==> config.mk <==
export PLATFORM = sky130hd
export DESIGN_NAME = hoop_field_mover
export DESIGN_NICKNAME = d
export VERILOG_FILES = /design/src/rtl/hoop_field_mover.sv
export SDC_FILE = /design/constraint.sdc
export NUM_CORES = 1
export LEC_CHECK = 0
export BUFFER_PORTS_ARGS = -buffer_cell sky130_fd_sc_hd__buf_4
export CORE_ASPECT_RATIO = 0.9
export CORE_MARGIN = 2
export CORE_UTILIZATION = 53
export CTS_CLUSTER_SIZE = 24
export DETAILED_ROUTE_END_ITERATION = 16
export GPL_TIMING_DRIVEN = 0
export PLACE_DENSITY = 0.77
export SYNTH_ARGS = -nofsm -noshare
export SYNTH_HDL_FRONTEND = slang
export SYNTH_SLANG_ARGS = --single-unit
==> constraint.sdc <==
create_clock -name clk -period 4.64 [get_ports clk]
set_input_delay 0.696 -clock clk [delete_from_list [all_inputs] [get_ports clk]]
set_output_delay 0.696 -clock clk [all_outputs]
set_load 0.1 [all_outputs]
==> src/rtl/hoop_field_mover.sv <==
`default_nettype none
// ==========================================================================
// hoop_field_mover : NUM_HOOPS fixed-point falling power-up hoops with
// LFSR spawn columns, cooldown, nudges and miss/hit counters.  Rev 1.0
// ==========================================================================
module hoop_field_mover #(
  parameter int NUM_HOOPS       = 4,
  parameter int FALL_SPEED      = 100,
  parameter int SPEED_STEP      = 32,
  parameter int FRAC_BITS       = 6,
  parameter int OBJECT_WIDTH_X  = 28,
  parameter int OBJECT_HEIGHT_Y = 58,
  parameter int NUDGE_X         = 30,
  parameter int SCREEN_W        = 640,
  parameter int SCREEN_H        = 480,
  parameter int SPAWN_INTERVAL  = 40,
  parameter logic [15:0] LFSR_SEED = 16'hACE1
) (
  input  logic                   clk,
  input  logic                   reset,
  input  logic                   startOfFrame,
  input  logic                   pause,
  input  logic [10:0]            spawnX,
  input  logic [2:0]             speedLevel,
  input  logic [NUM_HOOPS-1:0]   towerCollision,
  input  logic [NUM_HOOPS-1:0]   collect,
  output logic [NUM_HOOPS*11-1:0] topLeftX,
  output logic [NUM_HOOPS*11-1:0] topLeftY,
  output logic [NUM_HOOPS-1:0]   active,
  output logic                   spawnPulse,
  output logic [7:0]             missCount,
  output logic [7:0]             hitCount
);

  localparam int YW  = 11 + FRAC_BITS;
  localparam int CDW = $clog2(SPAWN_INTERVAL + 1);
  localparam int X_WRAP = SCREEN_W - OBJECT_WIDTH_X;
  localparam int NUDGE  = OBJECT_WIDTH_X + NUDGE_X;
  localparam logic signed [YW-1:0] PARK_Y_FP  = YW'(-(4 * OBJECT_HEIGHT_Y) * (1 << FRAC_BITS));
  localparam logic signed [YW-1:0] SPAWN_Y_FP = YW'(-OBJECT_HEIGHT_Y * (1 << FRAC_BITS));
  localparam logic signed [10:0]   SCREEN_H_S = 11'(SCREEN_H);

  typedef enum logic {PARKED = 1'b0, FALLING = 1'b1} hoop_state_t;

  hoop_state_t            state_q [NUM_HOOPS];
  hoop_state_t            state_d [NUM_HOOPS];
  logic signed [YW-1:0]   y_q [NUM_HOOPS];
  logic signed [YW-1:0]   y_d [NUM_HOOPS];
  logic [10:0]            x_q [NUM_HOOPS];
  logic [10:0]            x_d [NUM_HOOPS];
  logic [15:0]            lfsr_q, lfsr_d;
  logic [CDW-1:0]         cd_q, cd_d;
  logic [7:0]             miss_q, miss_d, hit_q, hit_d;
  logic                   spawn_q, spawn_d;

  logic                   frame, found, do_spawn;
  logic [NUM_HOOPS-1:0]   first_parked;
  logic [YW-1:0]          step;
  logic [11:0]            spawn_x, nudged_x;
  logic [3:0]             miss_inc, hit_inc;
  logic [8:0]             miss_sum, hit_sum;

  always_comb begin
    lfsr_d   = {1'b0, lfsr_q[15:1]} ^ (lfsr_q[0] ? 16'hB400 : 16'h0000);
    frame    = startOfFrame & ~pause;
    step     = YW'(FALL_SPEED) + YW'(speedLevel) * YW'(SPEED_STEP);
    spawn_x  = 12'(spawnX) + 12'(lfsr_q[8:0]);
    if (spawn_x >= 12'(X_WRAP))
      spawn_x = spawn_x - 12'(X_WRAP);

    // Eligibility uses start-of-cycle state, so a hoop parked now waits a frame.
    first_parked = '0;
    found        = 1'b0;
    for (int i = 0; i < NUM_HOOPS; i++) begin
      if (!found && state_q[i] == PARKED) begin
        first_parked[i] = 1'b1;
        found           = 1'b1;
      end
    end
    do_spawn = frame && (cd_q == '0) && found;

    miss_inc = '0;
    hit_inc  = '0;
    nudged_x = '0;
    for (int i = 0; i < NUM_HOOPS; i++) begin
      state_d[i] = state_q[i];
      y_d[i]     = y_q[i];
      x_d[i]     = x_q[i];
      if (state_q[i] == FALLING) begin
        if (collect[i]) begin
          state_d[i] = PARKED;
          y_d[i]     = PARK_Y_FP;
          hit_inc    = hit_inc + 4'd1;
        end else begin
          if (towerCollision[i]) begin
            nudged_x = 12'(x_q[i]) + 12'(NUDGE);
            if (nudged_x >= 12'(SCREEN_W))
              nudged_x = nudged_x - 12'(SCREEN_W);
            x_d[i] = nudged_x[10:0];
          end
          if (frame) begin
            if ($signed(y_q[i][YW-1:FRAC_BITS]) > SCREEN_H_S) begin
              state_d[i] = PARKED;
              y_d[i]     = PARK_Y_FP;
              miss_inc   = miss_inc + 4'd1;
            end else begin
              y_d[i] = y_q[i] + $signed(step);
            end
          end
        end
      end else if (do_spawn && first_parked[i]) begin
        state_d[i] = FALLING;
        y_d[i]     = SPAWN_Y_FP;
        x_d[i]     = spawn_x[10:0];
      end
    end

    cd_d = cd_q;
    if (do_spawn)
      cd_d = CDW'(SPAWN_INTERVAL - 1);
    else if (frame && cd_q != '0)
      cd_d = cd_q - 1'b1;

    miss_sum = 9'(miss_q) + 9'(miss_inc);
    hit_sum  = 9'(hit_q) + 9'(hit_inc);
    miss_d   = (miss_sum > 9'd255) ? 8'hFF : miss_sum[7:0];
    hit_d    = (hit_sum > 9'd255) ? 8'hFF : hit_sum[7:0];
    spawn_d  = do_spawn;
  end

  always_ff @(posedge clk or posedge reset) begin
    if (reset) begin
      for (int i = 0; i < NUM_HOOPS; i++) begin
        state_q[i] <= PARKED;
        y_q[i]     <= PARK_Y_FP;
        x_q[i]     <= '0;
      end
      lfsr_q  <= LFSR_SEED;
      cd_q    <= '0;
      miss_q  <= '0;
      hit_q   <= '0;
      spawn_q <= 1'b0;
    end else begin
      for (int i = 0; i < NUM_HOOPS; i++) begin
        state_q[i] <= state_d[i];
        y_q[i]     <= y_d[i];
        x_q[i]     <= x_d[i];
      end
      lfsr_q  <= lfsr_d;
      cd_q    <= cd_d;
      miss_q  <= miss_d;
      hit_q   <= hit_d;
      spawn_q <= spawn_d;
    end
  end

  for (genvar g = 0; g < NUM_HOOPS; g++) begin : g_out
    assign topLeftX[11*g +: 11] = x_q[g];
    assign topLeftY[11*g +: 11] = y_q[g][YW-1:FRAC_BITS];
    assign active[g]            = (state_q[g] == FALLING);
  end

  assign spawnPulse = spawn_q;
  assign missCount  = miss_q;
  assign hitCount   = hit_q;

endmodule
`default_nettype wire

* Word-level counts from Yosys, hierarchy flattened
Index checks and enable logic that the tools add are counted.
** Cells by class
- $add $sub $neg :: 24
- Magnitude comparators :: 11
- Equal/unequal tests :: 12
- Multiplexer cells :: 97
- Bitwise gates (word level) :: 6
- Reduce and logical (&&, ||, !) cells :: 27
** Operator list (count)
- 17-bit 2-to-1 mux :: 20
- 11-bit 2-to-1 mux :: 21
- 4-bit 2-to-1 mux :: 18
- 17-bit by 10-bit adder with 17-bit output :: 4
- 12-bit by 10-bit greater-or-equal comparator with 1-bit output, second input constant :: 5
- 11-bit by 10-bit subtractor with 11-bit output, second input constant :: 5
- 11-bit by 6-bit adder with 12-bit output, second input constant :: 4
- 11-bit by 10-bit greater-than comparator with 1-bit output, second input constant :: 4
- 1-bit 2-to-1 mux :: 33
- 4-bit by 1-bit adder with 4-bit output, second input constant :: 6
- 8-bit by 4-bit adder with 9-bit output :: 2
- 9-bit by 8-bit greater-than comparator with 1-bit output, second input constant :: 2
- 16-bit 2-to-1 mux :: 1
- 8-bit 2-to-1 mux :: 2
- 2-bit inequality test, second input constant :: 8
- 15-bit by 16-bit XOR with 16-bit output :: 1
- 11-bit by 9-bit adder with 12-bit output :: 1
- 6-bit 2-to-1 mux :: 2
- 3-bit by 2-bit inequality test with 1-bit output, second input constant :: 4
- 3-bit AND reduction :: 4
- 1-bit logical AND :: 10
- 2-bit nonzero test :: 5
- 7-bit by 8-bit adder with 9-bit output, first input constant :: 1
- 2-bit AND reduction :: 4
- other kinds (6) :: 10
** Storage, ports and cells
- Bits in registers :: 155
- Bits of input ports :: 26
- Output and inout port bits :: 109

* Longest topological paths before layout
Gate-level depths: netlist (run 1).
- Depth after elaboration :: 23
- Mapped depth :: 23
- Mapped depth without buffers :: 23

* Worst setup path before layout (run 1)
No wires, ideal clock.
- Kind :: register to register
- Start :: register state_q, in the netlist active[1]
- End :: register miss_q[5] (netlist: missCount[5])
- Setup time :: 129 ps
- Arrival time :: 4081 ps
- Data required time :: 4511 ps
- Path slack :: 430 ps
- Cell stages (with the launch flop) :: 17
- Period minus slack after synthesis :: 4210 ps
- Path through :: dfrtp_1 -> clkinv_1 -> nor2_1 -> nand3_1 -> o21ai_1 -> ha_1 -> nor2b_1 -> a21oi_1 -> ha_1 -> mux2_2 -> ha_1 -> a21o_1 -> a21oi_1 -> nor2b_1 -> o21ai_0 -> xor2_1 -> nand2_1
** Between the ends
- Cells in the longest elaborated chain, start to end :: 14
** RTL lines
- start, declared :: line 45 : hoop_state_t state_q [NUM_HOOPS];
- start signal, assigned by index :: line 145 : state_q[i] <= state_d[i];
- 4-bit 2-to-1 mux (*) :: line 89 : if (state_q[i] == FALLING) begin
- 4-bit by 1-bit adder with 4-bit output :: line 105 : miss_inc = miss_inc + 4'd1;
- 4-bit 2-to-1 mux :: line 102 : if ($signed(y_q[i][YW-1:FRAC_BITS]) > SCREEN_H_S) begin
- 4-bit 2-to-1 mux :: line 101 : if (frame) begin
- 4-bit 2-to-1 mux :: line 90 : if (collect[i]) begin
- 4-bit 2-to-1 mux (*) :: line 89
- 4-bit by 1-bit adder with 4-bit output :: line 105
- 4-bit 2-to-1 mux :: line 102
- 4-bit 2-to-1 mux :: line 101
- 4-bit 2-to-1 mux :: line 90
- 4-bit 2-to-1 mux (*) :: line 89
- 8-bit by 4-bit adder with 9-bit output (*) :: line 124 : miss_sum = 9'(miss_q) + 9'(miss_inc);
- 9-bit by 8-bit greater-than comparator with 1-bit output :: line 126 : miss_d = (miss_sum > 9'd255) ? 8'hFF : miss_sum[7:0];
- 8-bit 2-to-1 mux (*) :: line 126
- net miss_d[5] :: line 53 : logic [7:0] miss_q, miss_d, hit_q, hit_d;
- end signal, assigned :: line 151 : miss_q <= miss_d;
- end, declared :: line 53
Mark *: on every way through the listed nets, which the timed path passes. The rest lies on a longest branch.
A chain may end at the register's enable or synchronous reset.

* Worst setup path after layout (run 1)
- Start :: register lfsr_q[0]
- End :: register x_q, in the netlist topLeftX[15]
** Between the ends
- Cells in the longest elaborated chain, start to end :: 5
** RTL lines
- start, declared :: line 51 : logic [15:0] lfsr_q, lfsr_d;
- start signal, assigned :: line 149 : lfsr_q <= lfsr_d;
- 11-bit by 9-bit adder with 12-bit output (*) :: line 67 : spawn_x = 12'(spawnX) + 12'(lfsr_q[8:0]);
- 11-bit by 10-bit subtractor with 11-bit output / 12-bit by 10-bit greater-or-equal comparator with 1-bit output (equally long branches) :: line 69, 68
- 11-bit 2-to-1 mux (*) :: line 68 : if (spawn_x >= 12'(X_WRAP))
- 11-bit 2-to-1 mux (*) :: line 111 : end else if (do_spawn && first_parked[i]) begin
- 11-bit 2-to-1 mux (*) :: line 89
- end signal, assigned by index :: line 147 : x_q[i] <= x_d[i];
- end, declared :: line 49 : logic [10:0] x_q [NUM_HOOPS];
Mark *: on every way between the ends. The rest lies on a longest branch, timed or not. The select of a mux whose other input is x is not followed.

==> flow_metrics.tcl, run 1 <==
set metrics [dict create \
    status "complete, no violations" \
    worst-endpoint-arrival_ns 4.79 \
    drt_drc_violations_left 0 \
    cts_buffer_depth 2 \
    synth.net_count 1277 \
    final_nets 1429 \
    yosysTopAreaCell "dfrtp_1" \
    ys_warn_count 0 \
    drt_first_pass_iters 5 \
    share_comb_of_total_power 0.471 \
    route.vias.total 9830 \
    leakagePower_nw 5.60 \
    yosysMostFrequentCell "nand2_1" \
    num_io_pins 135 \
    post_route_cells_drive_above_1_share 0.214 \
    std_cell_rows 48 \
    internal_power_mw 3.02 \
    max_slew_margin 0.148 \
    syn-instance-count 1193 \
    numClockSinks 147 \
    cts_setup_buffers 0 \
    yosys.cell_types.count 81 \
    start_kind "register" \
    rr_startpoint "lfsr_q[0]" \
    maxCapViolations 0 \
    netlist_top_cells_area "dfrtp_1, dfstp_2, ha_1" \
    cp-end-kind "register" \
    final_min_period_over_clock_period 0.976 \
    power-per-cell-area_nw_per_um2 480 \
    die_w_um 151 \
    cts_inserted_buffers 17 \
    clkSlewWorstSetupHoldPaths_ns 0.07 \
    routed_wl_mm 28.4 \
    p_sw_frac 0.486 \
    gp_congestion 0.895 \
    final_hold_violation_count 0 \
    syn-cell-area_um2 10300 \
    finish.utilization 0.642 \
    worst-path-max-fanout 8 \
    max_freq_ghz 0.221 \
    setup_total_negative_slack_ns 0 \
    preCtsSetupSlack_ns -0.437 \
    setup_viol 0 \
    drt-wirelength-per-cell_um 17.6 \
    hold_path_class "primary input to async pin" \
    cts_tree "yes" \
    core_area_um2 19100 \
    r2r_setup_slack_ns 0.11 \
    final_period_minus_worst_setup_slack_ns 4.53 \
    netlist.area_leader.share 0.289 \
    p_total_mw 5.88 \
    timing.critical_path.required_ns 4.90 \
    gr_overflow_total 0 \
    number_of_global_route_vias_before_repair 8897 \
    post_synth.cell_area_avg_um2 8.63 \
    worst_r2r_path_depth 13 \
    effective_utilization_at_floorplan 0.539 \
    layout-area-overhead-vs-synth_pct 19.1 \
    ctsRootBufferMaster "clkbuf_16" \
    port_buffers 132 \
    drt_first_iter_violations 696 \
    worst_skew_pair.late_latency_ns 0.43 \
    power.sequential.fraction 0.307 \
    netlist_top_cells_count "nand2_1, dfrtp_1, nor2_1" \
    async_reset_ff_frac 1.00 \
    synth.ff_latch_count 147 \
    die_height_um 136 \
    synth_ff_type "dfrtp_1" \
    dp.final_hpwl_mm 20.6 \
    r2r-end "topLeftX[15]" \
    grt_start_max_net_pins 96 \
    htree_num_levels 4 \
    die-area_um2 20600 \
    insertedDiodeCount 0 \
    power_frac_clock 0.222 \
    grt_first_pass_wirelength_mm 45.4 \
    setup_slack_ns 0.113 \
    worst_slew_pin_slew_ns 1.27 \
    via_per_inst 6.11 \
    skew_ns 0.0105 \
    initial_antenna_violation_count 0 \
    vdd.ir_drop.worst_v 0.000326 \
    p_sw_mw 2.86 \
    grt_use_total 0.280 \
    final_antenna_net_count 0 \
    synth_enable_flop_cells 0 \
    timing_worst_setup_path_type "register to register" \
    synth-seq-area-share 0.361 \
    slew_viol_final 0 \
]
==> state kept, by name (all words and copies together), names as in the netlist <==
name,flops
hitCount,8
y_q,16
missCount,8
lfsr_q,16
topLeftY,44
spawnPulse,1
cd_q,6
active,4
topLeftX,44
==> power groups by stage <==
stage / clock (mW) / combinational, mW / sequential [mW]
2_1_floorplan: 0 / 1.52 / 2.46
3_3_place_gp: 0 / 2.70 / 1.81
3_5_place_dp: 0 / 2.75 / 1.81
4_1_cts: 1.32 / 2.76 / 1.79
5_1_grt: 1.38 / 2.94 / 1.84
6_report: 1.31 / 2.77 / 1.80
==> through the flow <==
step | area, um2 | std cells | hold slack, ns
2_1_floorplan | 10300 | 1193 | 0.331
3_3_place_gp | 11600 | 1575 | 0.336
3_5_place_dp | 11600 | 1576 | 0.339
4_1_cts | 12200 | 1608 | 0.317
5_1_grt | 12300 | 1608 | 0.340
6_report | 12300 | 1608 | 0.297
==> layer usage <==
| metal | up-vias | wire [um] | track usage |
|---|---|---|---|
| li1 | 4655 | - | - |
| met1 | 4722 | 12600 | 0.403 |
| met2 | 419 | 13000 | 0.422 |
| met3 | 34 | 2330 | 0.0654 |
| met4 | 0 | 463 | 0.0784 |
| met5 | - | 0 | 0 |
==> cell families (layout without fill, tap and decap cells) <==
family / count (synthesis) / in the layout / synth area share
simple gates: 417 / 417 / 0.191
flops: 147 / 147 / 0.361
mux: 28 / 28 / 0.0288
xor+xnor: 68 / 68 / 0.0578
compound gates: 355 / 355 / 0.228
buf+inv: 120 / 285 / 0.0601
fa+ha+maj: 58 / 58 / 0.0727
==> layout make-up <==
type	count	area, um2
buffer	79	465
clock buffer	21	470
inverter	41	159
tap	250	313
clock inverter	11	82.6
sequential	147	3710
fill	1634	6830
timing repair buffer	133	1020
multi-input combinational	926	6040
==> worst max-delay path by stage <==
| stage | startpoint | end | slack, ns |
|---|---|---|---|
| floorplan | reset | active[0] | 0.04 |
| global placement | reset | lfsr_q[14] | -1.80 |
| detailed placement | spawnX[0] | topLeftX[15] | -0.44 |
| CTS | lfsr_q[0] | topLeftX[36] | 0.02 |
| global route | topLeftY[0] | missCount[6] | -0.05 |
| finish | lfsr_q[0] | topLeftX[15] | 0.11 |
==> layout by cell type (no fill, tap or decap), drive strengths merged, types with 26 or more instances in the layout <==
cell    netlist  layout
buf          48     181
nand2       135     135
dfrtp       119     119
o21ai        96      96
nor2         95      95
a21oi        94      94
ha           55      55
clkbuf       31      52
nand3        49      49
xnor2        42      42
inv          37      37
nor3         37      37
dfstp        28      28
xor2         26      26
==> timing repair <==
| action | 4_1_cts | 5_1_grt |
|---|---|---|
| endpoints found under the setup margin | 21 | 23 |
| hold buffers | 0 | 0 |
| pin swaps | 0 | 1 |
| resized for setup | 2 | 11 |
==> critical path: stages (launching register included) <==
cell	delay, ns
dfstp_2	0.60
ha_1	0.21
inv_1	0.06
fa_1	0.42
xnor2_2	0.42
inv_1	0.25
ha_1	0.31
nand3b_1	0.11
mux2i_1	0.08
or4_4	0.58
a311oi_4	0.55
o31ai_1	0.18
xnor2_2	0.42
a221oi_1	0.17
(Power assumes the default switching activity.)
==> run 2: changes to the inputs <==
--- a/config.mk
+++ b/config.mk
@@ -12,7 +12,7 @@
 export CTS_CLUSTER_SIZE = 24
 export DETAILED_ROUTE_END_ITERATION = 16
 export GPL_TIMING_DRIVEN = 0
-export PLACE_DENSITY = 0.77
+export PLACE_DENSITY = 0.79
 export SYNTH_ARGS = -nofsm -noshare
 export SYNTH_HDL_FRONTEND = slang
 export SYNTH_SLANG_ARGS = --single-unit
==> run 2 against run 1 <==
  * Non-clock buffer count increased by 3
  * Die area unchanged
  * Highest routed layer unchanged
  * Global-route usage shrank 0.23 points
  * Total power up 1.1%
  * Critical path type unchanged
  * Flip-flop and latch count did not move
==> flow_metrics.tcl, run 2 (synthesized netlist as in run 1, its figures left out) <==
set metrics [dict create \
    status "complete, no violations" \
    drt_first_iter_violations 800 \
    core_area_um2 19100 \
    final_min_period_over_clock_period 0.954 \
    worst_skew_pair.late_latency_ns 0.43 \
    skew_ns 0.00886 \
    maxCapViolations 0 \
    final_hold_violation_count 0 \
    rsz0062_at_grt "yes" \
    rr_startpoint "lfsr_q[0]" \
    grt_first_pass_wirelength_mm 45.2 \
    drt_drc_violations_left 0 \
    worst_slew_pin_slew_ns 1.21 \
    drt_first_pass_iters 6 \
    vdd.ir_drop.worst_v 0.000403 \
    power-per-cell-area_nw_per_um2 484 \
    route.vias.total 9753 \
    final_antenna_net_count 0 \
    ctsRootBufferMaster "clkbuf_16" \
    die-area_um2 20600 \
    gr_overflow_total 0 \
    grt_use_total 0.277 \
    cts_inserted_buffers 17 \
    leakagePower_nw 5.62 \
    std_cell_rows 48 \
    die_height_um 136 \
    gp_congestion 0.914 \
    via_per_inst 6.05 \
    setup_slack_ns 0.211 \
    insertedDiodeCount 0 \
    num_io_pins 135 \
    mostFrequentLayoutCells "buf_4, nand2_1, dfrtp_1" \
    post_route_cells_drive_above_1_share 0.213 \
    drt-wirelength-per-cell_um 17.5 \
    worst-path-max-fanout 8 \
    hold_path_class "primary input to async pin" \
    layout-area-overhead-vs-synth_pct 19.4 \
    timing.critical_path.required_ns 4.96 \
    max_slew_margin 0.187 \
    routed_wl_mm 28.2 \
    setup_viol 0 \
    worst-endpoint-arrival_ns 4.75 \
    numClockSinks 147 \
    dp.final_hpwl_mm 20.6 \
    die_w_um 151 \
    final_nets 1432 \
    leading_cell_type_in_the_layout_fill_and_taps_excluded "buf_4" \
    cts_buffer_depth 2 \
    start_kind "register" \
    r2r-end "topLeftX[36]" \
    clkSlewWorstSetupHoldPaths_ns 0.07 \
    postCtsHoldBufs 0 \
    layout.filler_cells 1609 \
    number_of_global_route_vias_before_repair 8897 \
    max_freq_ghz 0.226 \
    initial_antenna_violation_count 0 \
    grt_start_max_net_pins 100 \
    worst_r2r_path_depth 13 \
    effective_utilization_at_floorplan 0.539 \
    cts_tree "yes" \
    port_buffers 132 \
    preCtsSetupSlack_ns -0.447 \
    cp-end-kind "register" \
    final_period_minus_worst_setup_slack_ns 4.43 \
    timing_worst_setup_path_type "register to register" \
    fin_worst_hold_slack_ns 0.285 \
    r2r_setup_slack_ns 0.21 \
    slew_viol_final 0 \
    htree_num_levels 4 \
]
[run 2: worst max-delay path, stage by stage, from the launching register on]
cell and delay (ns):
dfstp_2 0.60, ha_1 0.20, inv_1 0.06, fa_1 0.43, xnor2_2 0.42, inv_1 0.26, ha_1 0.31, nand3b_1 0.11
mux2i_1 0.08, or4_4 0.57, a41oi_2 0.47, nor3_4 0.20, mux2i_4 0.30, a221oi_1 0.33
[run 2: per-layer routing]
| layer | wire [um] | vias to the layer above | share of wire | GRT usage |
|---|---|---|---|---|
| met1 | 12300 | 4632 | 0.44 | 0.389 |
| met5 | 0 | - | 0 | 0 |
| li1 | - | 4654 | - | - |
| met3 | 2550 | 52 | 0.090 | 0.0685 |
| met2 | 12800 | 415 | 0.45 | 0.427 |
| met4 | 557 | 0 | 0.020 | 0.0810 |
[run 2: how the worst max path moves through the flow]
stage,start,to,slack (ns),cells past startpoint
2_1_floorplan,reset,active[0],0.04,1
3_3_place_gp,reset,lfsr_q[14],-1.75,2
3_5_place_dp,spawnX[0],topLeftX[39],-0.45,14
4_1_cts,lfsr_q[0],topLeftX[15],0.03,13
5_1_grt,topLeftY[0],missCount[5],0.01,21
6_report,lfsr_q[0],topLeftX[36],0.21,13
[run 2: power by group]
group / switching, mW / internal [mW] / total [mW]
logic: 2.00 / 0.781 / 2.78
registers: 0.293 / 1.52 / 1.81
clock network: 0.565 / 0.792 / 1.36
[run 2: repair_timing]
item	CTS	global route
setup endpoints to repair	20	26
buffers inserted	0	3
pin swaps	0	2
gates resized for setup	3	9
[run 2: layout make-up]
cell class	count	area, um2	share of cell area
well taps	250	313	0.0254
plain buffers	79	465	0.0378
inverters	41	159	0.0129
repair buffers	136	1040	0.0846
clock inverters	12	134	0.0109
multi-input cells	926	6040	0.491
flip-flops and latches	147	3710	0.302
clock buffers	20	437	0.0355
[run 2: metrics by stage]
| stage | TNS [ns] | instance area (um2) | instances | power, mW | util |
|---|---|---|---|---|---|
| after floorplan | 0 | 10300 | 1193 | 3.98 | - |
| after global placement | -217.79 | 11600 | 1575 | 4.51 | 0.607 |
| after detailed placement | -7.06 | 11600 | 1576 | 4.57 | 0.609 |
| after CTS | 0 | 12200 | 1608 | 5.92 | 0.640 |
| after global routing | 0 | 12300 | 1611 | 6.20 | 0.644 |
| final | 0 | 12300 | 1611 | 5.95 | 0.644 |
==> run 3: changes to the inputs <==
--- a/config.mk
+++ b/config.mk
@@ -12,7 +12,7 @@
 export CTS_CLUSTER_SIZE = 24
 export DETAILED_ROUTE_END_ITERATION = 16
 export GPL_TIMING_DRIVEN = 0
-export PLACE_DENSITY = 0.79
+export PLACE_DENSITY = 0.86
 export SYNTH_ARGS = -nofsm -noshare
 export SYNTH_HDL_FRONTEND = slang
 export SYNTH_SLANG_ARGS = --single-unit
==> run 3 against run 2 <==
  * Register-to-register slack lost 0.09 ns
  * Worst setup slack lost 0.087 ns
  * Clock skew grew 0.0022 ns
  * Clock-buffer cell count grew 4
  * Via count grew 0.81%
  * Die area is the same
  * Sequential power is essentially flat
  * Flip-flop and latch count is the same
  * Wire length shrank 0.11%
  * Maximum frequency shrank 1.9%
  * Non-clock buffer count shrank 1
  * Critical endpoint is now topLeftX[15]
  * Largest power group unchanged
==> flow_metrics.tcl, run 3 (synthesized netlist as in run 1, its figures left out) <==
set metrics [dict create \
    cts_tree "yes" \
    worst-endpoint-arrival_ns 4.78 \
    effective_utilization_at_floorplan 0.539 \
    drt_first_iter_violations 875 \
    grt_first_pass_wirelength_mm 45.3 \
    clkSlewWorstSetupHoldPaths_ns 0.06 \
    final_antenna_net_count 0 \
    ctsRootBufferMaster "clkbuf_16" \
    post_route_cells_drive_above_1_share 0.211 \
    layout-area-overhead-vs-synth_pct 19.8 \
    final_period_minus_worst_setup_slack_ns 4.52 \
    numClockSinks 147 \
    core_area_um2 19100 \
    worst-path-max-fanout 8 \
    drt-wirelength-per-cell_um 17.5 \
    worst_r2r_path_depth 13 \
    std_cell_rows 48 \
    layout.filler_cells 1542 \
    worst_slew_pin_slew_ns 1.17 \
    rr_startpoint "lfsr_q[0]" \
    vdd.ir_drop.worst_v 0.000458 \
    gr_overflow_total 0 \
    skew_ns 0.0111 \
    htree_num_levels 4 \
    hold_path_class "primary input to async pin" \
    post_dp_area_um2 11600 \
    worst_skew_pair.late_latency_ns 0.44 \
    setup_viol 0 \
    mostFrequentLayoutCells "buf_4, nand2_1, dfrtp_1" \
    cts_inserted_buffers 17 \
    power-per-cell-area_nw_per_um2 491 \
    timing.critical_path.required_ns 4.90 \
    die_height_um 136 \
    preCtsSetupSlack_ns -0.459 \
    die_w_um 151 \
    cp-end-kind "register" \
    slew_viol_final 0 \
    final_min_period_over_clock_period 0.973 \
    final_hold_violation_count 0 \
    maxCapViolations 0 \
    initial_antenna_violation_count 0 \
    postCtsHoldBufs 0 \
    die-area_um2 20600 \
    route.vias.total 9832 \
    finish.instance_area_um2 12300 \
    leakagePower_nw 5.65 \
    number_of_global_route_vias_before_repair 9021 \
    routed_wl_mm 28.2 \
    dp.final_hpwl_mm 20.7 \
    gp_congestion 0.914 \
    timing_worst_setup_path_type "register to register" \
    num_io_pins 135 \
    port_buffers 132 \
    leading_cell_type_in_the_layout_fill_and_taps_excluded "buf_4" \
    max_freq_ghz 0.221 \
    drt_first_pass_iters 6 \
    setup_slack_ns 0.124 \
    final_nets 1431 \
    r2r-end "topLeftX[15]" \
    max_slew_margin 0.220 \
    grt_start_max_net_pins 82 \
    status "complete, no violations" \
    p_total_mw 6.06 \
    grt_use_total 0.277 \
    start_kind "register" \
    r2r_setup_slack_ns 0.12 \
    drt_drc_violations_left 0 \
    insertedDiodeCount 0 \
    via_per_inst 6.11 \
    cts_buffer_depth 2 \
]
==> run 3: changes by cell type in the layout (fill, tap and decap cells not counted), sizes merged <==
cell      delta
clkinvlp     -2
bufinv       +1
inv          -2
clkbuf       +5
clkinv       -1
buf          -2
==> run 3: what timing repair did <==
action | CTS | global route
setup endpoints to repair | 21 | 26
gates cloned | 0 | 0
pin swaps | 0 | 1
gates resized for setup | 3 | 6
setup buffers | 0 | 1
==> run 3: worst max path at each step <==
stage / endpoint / start / depth (start not counted) / slack, ns
6_report: topLeftX[15] / lfsr_q[0] / 13 / 0.12
5_1_grt: topLeftX[15] / lfsr_q[0] / 13 / -0.005
4_1_cts: topLeftX[39] / lfsr_q[0] / 13 / 0.00003
3_5_place_dp: topLeftX[37] / spawnX[0] / 14 / -0.46
3_3_place_gp: topLeftY[11] / reset / 2 / -1.69
2_1_floorplan: active[0] / reset / 1 / 0.04
==> run 3: layer usage <==
layer / GRT usage / share of wire / vias to the layer above
li1: - / - / 4663
met1: 0.375 / 0.42 / 4653
met2: 0.433 / 0.46 / 463
met3: 0.0829 / 0.099 / 53
met4: 0.0779 / 0.021 / 0
met5: 0 / 0 / -
==> run 3: per-stage QoR <==
stage               hold slack (ns)   util  cells  setup TNS [ns]
floorplan                     0.331      -   1193               0
global placement              0.334  0.607   1575         -208.97
detailed placement            0.350  0.609   1576           -8.13
CTS                           0.364  0.643   1608               0
global route                  0.372  0.646   1610        -0.00496
finish                        0.359  0.646   1610               0
==> run 3: worst max-delay path: stages (launching register included) <==
cell      delay, ns
dfstp_2        0.60
ha_1           0.20
inv_1          0.06
fa_1           0.42
xnor2_2        0.43
inv_1          0.27
ha_1           0.31
nand3b_1       0.12
mux2i_1        0.10
or4_4          0.58
a41oi_2        0.45
o31ai_1        0.20
xnor2_2        0.42
a221oi_1       0.16
==> run 3: layout make-up <==
type | instances | area, um2 | area share
clock buffer | 24 | 502 | 0.0407
clock inverter | 8 | 123 | 0.00994
inverter | 41 | 159 | 0.0129
sequential | 147 | 3710 | 0.301
multi-input combinational | 926 | 6030 | 0.489
timing repair buffer | 135 | 1030 | 0.0835
tap | 250 | 313 | 0.0254
buffer | 79 | 465 | 0.0377
==> run 3: power by group <==
| part | switching (mW) | total (mW) | internal [mW] |
|---|---|---|---|
| Combinational | 2.00 | 2.78 | 0.780 |
| Clock | 0.550 | 1.47 | 0.916 |
| Sequential | 0.293 | 1.81 | 1.52 |
